<file path="src/rtl/div_pkg.sv">
// div_pkg: shared types and constants for the DIV/DIVU sequencer.
//   div_state_e  - sequencer states (idle, align, iterate, fix-up, done)
//   DIV_ZERO_LO  - quotient returned for a zero divisor (all ones), sliced to the datapath width
package div_pkg;

  typedef enum logic [2:0] {
    StIdle,
    StAlign,
    StIter,
    StFixup,
    StDone
  } div_state_e;

  localparam int unsigned MaxWidth = 64;

  // Callers slice the low WIDTH bits.
  localparam logic [MaxWidth-1:0] DIV_ZERO_LO = {MaxWidth{1'b1}};

endpackage

</file>
<file path="src/rtl/div_step.sv">
// div_step: one combinational restoring-division step on unsigned magnitudes.
// Ports:
//   n      in   WIDTH  partial remainder
//   d      in   WIDTH  aligned divisor
//   n_next out  WIDTH  remainder after the conditional subtract
//   q_bit  out  1      quotient bit (1 when n >= d)
module div_step
  import div_pkg::*;
#(
  parameter int unsigned WIDTH = 32
) (
  input  logic [WIDTH-1:0] n,
  input  logic [WIDTH-1:0] d,
  output logic [WIDTH-1:0] n_next,
  output logic             q_bit
);

  always_comb begin
    q_bit  = (n >= d);
    n_next = q_bit ? (n - d) : n;
  end

endmodule

</file>
<file path="src/rtl/div_seq_ctrl.sv">
// div_seq_ctrl: multi-cycle DIV/DIVU sequencer. Takes one request, aligns the divisor against the
// dividend one bit per cycle, runs shift-subtract iterations, applies the sign fix-up and returns
// the quotient on lo and the remainder on hi.
// Optional feature: define DIV_ZERO_FLAG_EN to add the div_zero output.
// Ports:
//   clk        in   1      rising-edge clock
//   rst        in   1      asynchronous, active-high reset
//   start      in   1      request, sampled only when idle
//   flush      in   1      cancel the in-flight operation (wins over start when idle)
//   is_signed  in   1      1 = DIV, 0 = DIVU; latched with start
//   a          in   WIDTH  dividend; latched with start
//   b          in   WIDTH  divisor; latched with start
//   busy       out  1      high in every state except idle
//   done       out  1      one-cycle pulse; hi/lo valid from this cycle
//   hi         out  WIDTH  remainder, held until the next done
//   lo         out  WIDTH  quotient, held until the next done
//   div_zero   out  1      (DIV_ZERO_FLAG_EN only) pulses with done for a zero divisor
module div_seq_ctrl
  import div_pkg::*;
#(
  parameter int unsigned WIDTH = 32,
  parameter int unsigned CNT_W = $clog2(WIDTH)
) (
  input  logic             clk,
  input  logic             rst,
  input  logic             start,
  input  logic             flush,
  input  logic             is_signed,
  input  logic [WIDTH-1:0] a,
  input  logic [WIDTH-1:0] b,
  output logic             busy,
  output logic             done,
  output logic [WIDTH-1:0] hi,
  output logic [WIDTH-1:0] lo
`ifdef DIV_ZERO_FLAG_EN
  ,
  output logic             div_zero
`endif
);

  div_state_e state_q, state_d;

  logic [WIDTH-1:0] n_q, n_d;     // partial remainder (magnitude)
  logic [WIDTH-1:0] d_q, d_d;     // divisor (magnitude), shifted during align/iterate
  logic [WIDTH-1:0] q_q, q_d;     // quotient magnitude
  logic [CNT_W-1:0] k_q, k_d;     // align shift count, counted back down while iterating
  logic             neg_q_q, neg_q_d;  // negate quotient on fix-up
  logic             neg_r_q, neg_r_d;  // negate remainder on fix-up
  logic [WIDTH-1:0] hi_q, hi_d;
  logic [WIDTH-1:0] lo_q, lo_d;
  logic             dz_q, dz_d;

  logic [WIDTH-1:0] a_mag, b_mag;
  logic [WIDTH-1:0] d_shl;
  logic [WIDTH-1:0] n_step;
  logic             q_bit;

  div_step #(
    .WIDTH (WIDTH)
  ) u_step (
    .n      (n_q),
    .d      (d_q),
    .n_next (n_step),
    .q_bit  (q_bit)
  );

  always_comb begin
    a_mag = (is_signed && a[WIDTH-1]) ? -a : a;
    b_mag = (is_signed && b[WIDTH-1]) ? -b : b;
    d_shl = {d_q[WIDTH-2:0], 1'b0};
  end

  always_comb begin
    state_d = state_q;
    n_d     = n_q;
    d_d     = d_q;
    q_d     = q_q;
    k_d     = k_q;
    neg_q_d = neg_q_q;
    neg_r_d = neg_r_q;
    hi_d    = hi_q;
    lo_d    = lo_q;
    dz_d    = 1'b0;

    unique case (state_q)
      StIdle: begin
        if (start && !flush) begin
          n_d     = a_mag;
          d_d     = b_mag;
          q_d     = '0;
          k_d     = '0;
          neg_q_d = is_signed && (a[WIDTH-1] ^ b[WIDTH-1]);
          neg_r_d = is_signed && a[WIDTH-1];
          if (b == '0) begin
            hi_d    = a;
            lo_d    = DIV_ZERO_LO[WIDTH-1:0];
            dz_d    = 1'b1;
            state_d = StDone;
          end else begin
            state_d = StAlign;
          end
        end
      end
      StAlign: begin
        // msb test keeps d<<1 from overflowing before the compare
        if (!d_q[WIDTH-1] && (d_shl <= n_q)) begin
          d_d = d_shl;
          k_d = k_q + 1'b1;
        end else begin
          state_d = StIter;
        end
      end
      StIter: begin
        n_d = n_step;
        q_d = {q_q[WIDTH-2:0], q_bit};
        d_d = d_q >> 1;
        if (k_q == '0) begin
          state_d = StFixup;
        end else begin
          k_d = k_q - 1'b1;
        end
      end
      StFixup: begin
        lo_d    = neg_q_q ? -q_q : q_q;
        hi_d    = neg_r_q ? -n_q : n_q;
        state_d = StDone;
      end
      StDone: begin
        state_d = StIdle;
      end
      default: begin
        state_d = StIdle;
      end
    endcase

    // A flush abandons the operation without touching the result registers.
    if (flush && (state_q != StIdle)) begin
      state_d = StIdle;
      hi_d    = hi_q;
      lo_d    = lo_q;
      dz_d    = 1'b0;
    end
  end

  always_ff @(posedge clk or posedge rst) begin
    if (rst) begin
      state_q <= StIdle;
      n_q     <= '0;
      d_q     <= '0;
      q_q     <= '0;
      k_q     <= '0;
      neg_q_q <= 1'b0;
      neg_r_q <= 1'b0;
      hi_q    <= '0;
      lo_q    <= '0;
      dz_q    <= 1'b0;
    end else begin
      state_q <= state_d;
      n_q     <= n_d;
      d_q     <= d_d;
      q_q     <= q_d;
      k_q     <= k_d;
      neg_q_q <= neg_q_d;
      neg_r_q <= neg_r_d;
      hi_q    <= hi_d;
      lo_q    <= lo_d;
      dz_q    <= dz_d;
    end
  end

  always_comb begin
    busy = (state_q != StIdle);
    done = (state_q == StDone);
    hi   = hi_q;
    lo   = lo_q;
  end

`ifdef DIV_ZERO_FLAG_EN
  always_comb div_zero = dz_q && (state_q == StDone);
`else
  logic unused_dz;
  always_comb unused_dz = dz_q;
`endif

endmodule
</file>
<file path="config.mk">
export PLATFORM = sky130hd
export DESIGN_NAME = div_seq_ctrl
export DESIGN_NICKNAME = d
export VERILOG_FILES = /design/src/rtl/div_pkg.sv /design/src/rtl/div_step.sv /design/src/rtl/div_seq_ctrl.sv
export SDC_FILE = /design/constraint.sdc
export NUM_CORES = 1
export LEC_CHECK = 0
export ABC_AREA = 1
export CORE_MARGIN = 4
export CORE_UTILIZATION = 65
export CTS_CLUSTER_DIAMETER = 30
export DETAILED_ROUTE_END_ITERATION = 10
export DONT_BUFFER_PORTS = 1
export GPL_ROUTABILITY_DRIVEN = 0
export PLACE_DENSITY_LB_ADDON = 0.08
export SYNTH_ARGS = -nofsm -noshare
export SYNTH_HDL_FRONTEND = slang
export SYNTH_SLANG_ARGS = --single-unit
</file>
<file path="constraint.sdc">
create_clock -name clk -period 6.2 [get_ports clk]
set_input_delay 0.93 -clock clk [delete_from_list [all_inputs] [get_ports clk]]
set_output_delay 0.93 -clock clk [all_outputs]
set_load 0.01 [all_outputs]
</file>
==> results of run 1 <==
==> cell type report <==
cell class / instances / area share
clock buffer: 17 / 0.0294
clock inverter: 15 / 0.0149
inverter: 242 / 0.0631
multi-input combinational: 1631 / 0.571
sequential: 170 / 0.294
tap: 270 / 0.0233
timing repair buffer: 8 / 0.00415
==> final timing paths <==
| path | slack [ns] | to |
|---|---|---|
| max reg2reg | 1.95 | hi[3] |
| min reg2reg | 0.49 | k_q[4] |
| max | 1.95 | hi[3] |
| max in group asynchronous | 4.60 | k_q[0] |
| min | 0.35 | hi[4] |
| min in group clk | 0.49 | k_q[4] |
==> flip-flops by register name (all words and copies together), names as in the netlist <==
name / flops
n_q: 32
hi: 32
neg_r_q: 1
d_q: 32
neg_q_q: 1
state_q: 3
q_q: 32
lo: 32
k_q: 5
==> layout by cell type, fill, tap and decap left out, drive strengths merged, types with 5 or more instances in the layout <==
cell,Yosys,final
nand3,188,188
o22ai,59,59
dfrtp,170,170
o221ai,9,9
nand4,27,27
o21ai,178,178
a31oi,30,30
nor3,21,21
o21bai,5,5
o211ai,7,7
inv,240,248
nand3b,16,16
nor2,262,262
xor2,33,33
nand2,555,555
ha,70,70
xnor2,5,5
clkinv,2,8
a21oi,138,138
clkbuf,36,17
buf,36,8
o21a,5,5
==> metal layers <==
| metal | up-vias | track usage | wire length [µm] |
|---|---|---|---|
| li1 | 6974 | - | - |
| met1 | 6677 | 0.509 | 17700 |
| met4 | 0 | 0.0837 | 813 |
| met2 | 866 | 0.498 | 17300 |
| met3 | 86 | 0.0759 | 5310 |
| met5 | - | 0 | 0 |
==> report_power, final <==
part	total, µW	internal (µW)	leakage (µW)	switching, µW
clock	1160	594	0.000310	564
combinational	4730	1510	0.00446	3220
sequential	2060	1530	0.00205	528
==> worst reg2reg max path: stages, from the launching register on <==
cell and delay [ns]:
sky130_fd_sc_hd__dfrtp_1 0.46, sky130_fd_sc_hd__nor3_4 0.20, sky130_fd_sc_hd__buf_4 0.34, sky130_fd_sc_hd__inv_2 0.32
sky130_fd_sc_hd__nor2_4 0.59, sky130_fd_sc_hd__inv_1 0.43, sky130_fd_sc_hd__nand2_1 0.22, sky130_fd_sc_hd__nand2_2 0.29
sky130_fd_sc_hd__inv_2 0.96, sky130_fd_sc_hd__nor2_1 0.17, sky130_fd_sc_hd__a31oi_1 0.18
==> stage by stage <==
| stage | instance area, µm² | std cells | setup WS [ns] | total power, µW |
|---|---|---|---|---|
| after floorplan | 13800 | 2115 | 0.667 | 5520 |
| after global placement | 13800 | 2321 | 2.13 | 6430 |
| after detailed placement | 13800 | 2321 | 1.98 | 6610 |
| after CTS | 14500 | 2353 | 1.95 | 7790 |
| after global routing | 14500 | 2353 | 1.53 | 8590 |
| final | 14500 | 2353 | 1.95 | 7940 |
==> kinds of logic after synthesis <==
group,Yosys count,synth area share
AOI/OAI and AO/OA,445,0.181
xor gates and xnor gates,38,0.0242
adders and majority gates,72,0.0665
buffers and inverters,314,0.0904
DFF,170,0.309
and+or+nand+nor,1076,0.329
==> results.txt, run 1 <==
For the number of warnings reported in the yosys synthesis log, the log shows 0. The die covers 23600 µm². The tools report the mapped cell area as 13800 µm². After detailed routing, the number of vias per cell comes to 6.21. The final number of hold-violating endpoints is 0, and the flip-flop and latch area is 4250 µm². The post-detailed-route DRC marker count was 0. The buffering stage count on the worst path with inverters included came out at 4. In the post-synthesis netlist, the cell with the most instances is sky130_fd_sc_hd__nand2_1. When the netlist entered floorplanning its net count stood at 2256.

The worst relative slew slack came out at 0.202. The smallest hold slack came out at 0.348 ns. Share of flip-flops with an asynchronous set or reset: 1.00.

The clock-pin slew of the registers on the worst-case setup and hold paths works out to 0.08 ns. The filler cells instantiated in the layout total 1812. Once detail routing completed, the nets flagged for antenna violations numbered 0. Measured along the y axis, the die boundary spans 154 µm. The post-route core utilization was 0.704; the final total negative setup slack was 0 ns. The share of Yosys cell area claimed by the top area cell type is 0.309, and the TritonCTS buffer count is 17. The tools report the number of maximum-capacitance constraint violations as 0. The start of the worst register-to-register path was state_q[2]. Entering global routing, the biggest net connects 77 pins. The kind of cell adding the most delay to the critical path is buffers and inverters.

The logs give 0.309 for the sequential area share after synthesis and 170 for the count of clock tree sinks. The cell chosen for the clock root is sky130_fd_sc_hd__clkbuf_16. The unique cell type count in the Yosys netlist is 47, and the via count of the first global-routing pass is 13.0k. Dividing total power by cell area gives a power density of 549 nW/µm².

The number of levels the H-tree was split into was 4; the number of synthesized register bits was 170. In this run the worst path has a maximum fanout of 76. From synthesis to final layout, the design area changed by 5.16%. Summed over all cells, the static leakage comes to 0.00682 µW. For the top-level I/O count, the log shows 135.

The fraction of layout instances using a drive strength above 1 is 0.0413, and the number of enable-type register cells in the synthesized netlist is 0. For this run the aggregate overflow at the end of global routing stands at 0. The total area inside the core boundary comes to 20600 µm².

Data on the critical path arrives at its endpoint at 4.61 ns. The run finished with clean final reports. The number of stages on the worst setup path came out at 10. The kind of critical path was register to register.

The number of placement rows is 52. The final worst-path cycle share is 0.685. Summing all multi-input logic gate instances after layout gives 8270 µm². At the pin with the least slew margin, the transition time is 1.20 ns.

Dominant synthesized flop cell: sky130_fd_sc_hd__dfrtp_1. Summed over all instances, the cell type with the most area after synthesis is sky130_fd_sc_hd__dfrtp_1. After synthesis, the cell types taking the most area are sky130_fd_sc_hd__dfrtp_1, sky130_fd_sc_hd__nand2_1, sky130_fd_sc_hd__nor2_1. The critical path goes through nor3_4 -> buf_4 -> inv_2 -> nor2_4 -> inv_1 -> nand2_1 -> nand2_2 -> inv_2 -> nor2_1 -> a31oi_1. For this run, the detailed router's first-pass iteration total came to 6. The slowest stage of the critical path is the sky130_fd_sc_hd__inv_2 cell. In this run the tool buffered the top-level ports with 0 buffer cells.

After detailed routing, the average wire length per cell comes to 17.5 µm. Cell repeated most along the worst path: sky130_fd_sc_hd__inv_2. The later pin in the worst-skew pair is clocked with a latency of 0.44 ns. The commonest cells after synthesis are sky130_fd_sc_hd__nand2_1, sky130_fd_sc_hd__nor2_1, sky130_fd_sc_hd__inv_1. Detailed placement finished with a half-perimeter wire length of 31200 µm.

The min-delay analysis places its worst path in the category input pin to asynchronous set/reset pin. Measured in cells, the most critical reg-to-reg path has a length of 10. In this run, post-CTS repair resized a total of 0 instances.

For the net count of the finished layout, the log shows 2211. The total routing resource utilization after global routing is 0.339. In this run the horizontal extent of the chip is 154 µm. The tools report the timing startpoint of the critical path as state_q[2]. Dividing the synthesized area by the synthesized cell count gives 6.51 µm². Number of design-rule violations left by the first detailed-router iteration: 1463.

The worst path in the final design needs a cycle of 4.25 ns, including I/O delays and setup. After technology mapping, the gate count stands at 2115. Setup repair after global routing left no endpoint under its margin.

Setup violations remaining at the end of the flow were counted as 0. The worst vdd rail ir drop was 436 µV; the via count was 14.6k. Startpoint kind of the worst setup timing path: a register. For the wire length of the first global-routing pass, the log shows 65700 µm.

For this block, the routed nets add up to 41100 µm of wire. TritonCTS built the clock tree. The run gives 0 as the number of antenna violations at the first check in global routing. No sink is reached through more buffers than the 2 on the longest clock path. The final count of pins violating max slew came out at 0. The tools report the number of buffers inserted by post-CTS setup repair as 0.

After clock tree synthesis, the flow added hold-fix buffers numbering 0. 0 antenna diodes ended up in the layout. The final worst clock skew is 0.0103 ns, and the worst endpoint required time is 6.56 ns.

The largest single stage delay on the critical path is 0.95 ns. The initial core utilization was 0.669. Based on the critical path, the design can be clocked at up to 235 MHz. The tools report the kind of capture point of the worst setup path as a register.
Note: power is estimated with default switching activity, not from simulation.
==> run 2, diff against run 1 <==
clock period = 4.2 ns   (was 6.2 ns; I/O delays follow)
==> results.txt, run 2 (synthesized netlist as in run 1, its figures left out) <==
The number of placement rows is 52 (unchanged). Startpoint kind of the worst setup timing path: a register (unchanged). The logs give 13.1k (was 13.0k) for the via count of the first global-routing pass and 0.339 (about the same) for the total routing resource utilization after global routing. The biggest cell delay along the critical path is 0.58 ns (was 0.95 ns).

The run gives 0.0113 ns (was 0.0103 ns) as the final worst clock skew. The clock period minus final worst setup slack was 3.34 ns (was 4.25 ns); the number of levels the H-tree was split into was 4 (unchanged). Setup repair after global routing left no endpoint under its margin. The cell chosen for the clock root is sky130_fd_sc_hd__clkbuf_16 (unchanged).

The worst endpoint required time was 4.56 ns (was 6.56 ns). The tools report the wire length of the first global-routing pass as 65700 µm (about the same). The number of iterations in the first detailed-routing pass is 7 (was 6), and the clock-pin slew of the registers on the worst-case setup and hold paths is 0.08 ns (about the same).

Total of cells resized after clock tree synthesis: 0 (unchanged). The run gives 3.70 ns (was 4.61 ns) as the arrival time reported for the critical path endpoint. For the largest net degree at the start of global routing, the log shows 73 (was 77).

The wire length after detailed routing came out at 40800 µm (was 41100 µm). The non-filler instance count after layout was 2361 (was 2353). The library cell contributing the largest single delay on the critical path was sky130_fd_sc_hd__inv_2 (unchanged). For the footprint of the multi-input gates, the log shows 8270 µm² (unchanged). The routed length per placed instance works out to 17.3 µm (was 17.5 µm).

The routed via count divided by cell count was 6.16 (was 6.21); the post-detailed-route DRC marker count was 0 (unchanged). Kind of critical path: register to register (unchanged). Leading cell type in the layout, fill and taps excluded: sky130_fd_sc_hd__nand2_1 (unchanged). Worst relative slew slack: 0.301 (was 0.202).

The flow ran to the end, and the final reports show no timing, DRC or antenna violations. Path category of the worst min-delay check: input pin to asynchronous set/reset pin (unchanged). The flip-flop and latch area came out at 4250 µm² (unchanged). For the top-level I/O count, the log shows 135 (unchanged).

TritonCTS built the clock tree. The tools report the count of endpoints failing setup in the final report as 0 (unchanged). The via count was 14.5k (was 14.6k). The hold buffer count at cts was 0 (unchanged); the total global routing overflow was 0 (unchanged). Top library cells by usage in the layout, fill and taps aside: sky130_fd_sc_hd__nand2_1, sky130_fd_sc_hd__nor2_1, sky130_fd_sc_hd__inv_1, sky130_fd_sc_hd__nand3_1, sky130_fd_sc_hd__dfrtp_1 (unchanged).

The floorplan die area was 23600 µm² (unchanged); the number of maximum-capacitance constraint violations was 0 (unchanged). The worst vdd rail ir drop was 406 µV (was 436 µV). The count of input and output buffers is 0 (unchanged), and the number of design-rule violations left by the first detailed-router iteration is 1721 (was 1463). The kind of cell adding the most delay to the critical path was buffers and inverters (unchanged).

The tools report the number of routed nets with antenna violations as 0 (unchanged). The final total negative setup slack came out at 0 ns (unchanged). For the estimated wirelength of the detail-placed design, the log shows 31300 µm (was 31200 µm). Cells along the critical path: nor3_4 -> inv_2 -> nor2_4 -> buf_4 -> inv_1 -> nand2_1 -> nand2_2 -> inv_2 -> buf_12 -> nor2_1 -> a31oi_1 (was nor3_4 -> buf_4 -> inv_2 -> nor2_4 -> inv_1 -> nand2_1 -> nand2_2 -> inv_2 -> nor2_1 -> a31oi_1). The number of buffers on the longest clock path was 2 (unchanged); the final worst-path cycle share was 0.796 (was 0.685). Slew at the pin closest to its max-slew limit: 1.05 ns (was 1.20 ns). The run gives 0 (unchanged) as the number of buffers inserted by post-CTS setup repair. The fraction of layout instances using a drive strength above 1 is 0.0445 (was 0.0413), and the placeable core region is 20600 µm² (unchanged). The logs give 17 (unchanged) for the TritonCTS buffer count and 0.00685 µW (was 0.00682 µW) for the total leakage power. The area overhead of the layout relative to synthesis works out to 5.59% (was 5.16%). For the number of antenna violations at the first check in global routing, the log shows 0 (unchanged). The chip height is 154 µm (unchanged).

Buffering stage count on the worst path with inverters included: 5 (was 4). The final number of hold-violating endpoints is 0 (unchanged). Cell repeated most along the worst path: sky130_fd_sc_hd__inv_2 (unchanged). The kind of capture point of the worst setup path is a register (unchanged).

For the number of antenna diodes, the log shows 0 (unchanged). The tools report the total placed cells including tap cells as 2329 (was 2321). The power per cell area is 806 nW/µm² (was 549 nW/µm²), and the maximum fanout count along the critical path is 41 (was 76). The count of clock tree sinks is 170 (unchanged), and the floorplan die width is 154 µm (unchanged). For the final count of pins violating max slew, the log shows 0 (unchanged).

The maximum clock frequency was 299 MHz (was 235 MHz); the post-route core utilization was 0.707 (was 0.704). Number of filler instances in the final layout: 1763 (was 1812). The tools report the net count of the finished layout as 2219 (was 2211).

The logs give 0.669 (unchanged) for the initial core utilization and 0.45 ns (was 0.44 ns) for the clock latency reported for the late side of the worst-skew pair.
run 2: cell count changes in the layout (fill, tap and decap cells not counted), sizes merged:
cell / delta
clkinvlp: +2
clkinv: +1
inv: -2
buf: +8
bufinv: -1
run 2: per-stage QoR:
stage	worst slack, ns	hold slack (ns)	area [µm²]	total power, µW
floorplan	1.40	0.442	13800	8150
global placement	0.994	0.458	13900	9530
detailed placement	0.874	0.469	13900	9790
CTS	0.885	0.119	14500	11500
global route	0.579	0.152	14500	12700
finish	0.857	0.107	14500	11700
run 2: worst paths after layout:
kind                            startpoint      end  slack (ns)  depth (start not counted)
min in group clk                     a[19]   hi[19]        0.33                          2
worst max-delay path            state_q[2]    hi[5]        0.86                         11
worst max register to register  state_q[2]    hi[5]        0.86                         11
worst min register to register      k_q[4]   k_q[4]        0.48                          2
max in group asynchronous              rst  q_q[24]        3.09                          2
worst min-delay path                   rst   hi[13]        0.11                          1
run 2: power by group:
group          internal, µW  switching (µW)
logic                  2260            4760
clock network           814             841
registers              2260             781
run 2: routing by layer:
| metal | GRT usage | wire length, µm | up-vias |
|---|---|---|---|
| met5 | 0 | 0 | - |
| met1 | 0.512 | 17500 | 6629 |
| met4 | 0.0938 | 800 | 0 |
| met2 | 0.494 | 17200 | 880 |
| met3 | 0.0720 | 5270 | 68 |
| li1 | - | - | 6967 |
run 2: cell type report:
| type | count | area share |
|---|---|---|
| Tap cell | 270 | 0.0232 |
| Multi-Input combinational cell | 1631 | 0.569 |
| Clock buffer | 17 | 0.0293 |
| Sequential cell | 170 | 0.293 |
| Timing Repair Buffer | 16 | 0.00999 |
| Clock inverter | 15 | 0.0131 |
| Inverter | 242 | 0.0628 |
run 2: worst reg2reg max path, stage by stage (launching register included):
cell	delay (ns)
sky130_fd_sc_hd__dfrtp_1	0.46
sky130_fd_sc_hd__nor3_4	0.24
sky130_fd_sc_hd__inv_2	0.26
sky130_fd_sc_hd__nor2_4	0.15
sky130_fd_sc_hd__buf_4	0.30
sky130_fd_sc_hd__inv_1	0.31
sky130_fd_sc_hd__nand2_1	0.17
sky130_fd_sc_hd__nand2_2	0.27
sky130_fd_sc_hd__inv_2	0.59
sky130_fd_sc_hd__buf_12	0.28
sky130_fd_sc_hd__nor2_1	0.09
sky130_fd_sc_hd__a31oi_1	0.15
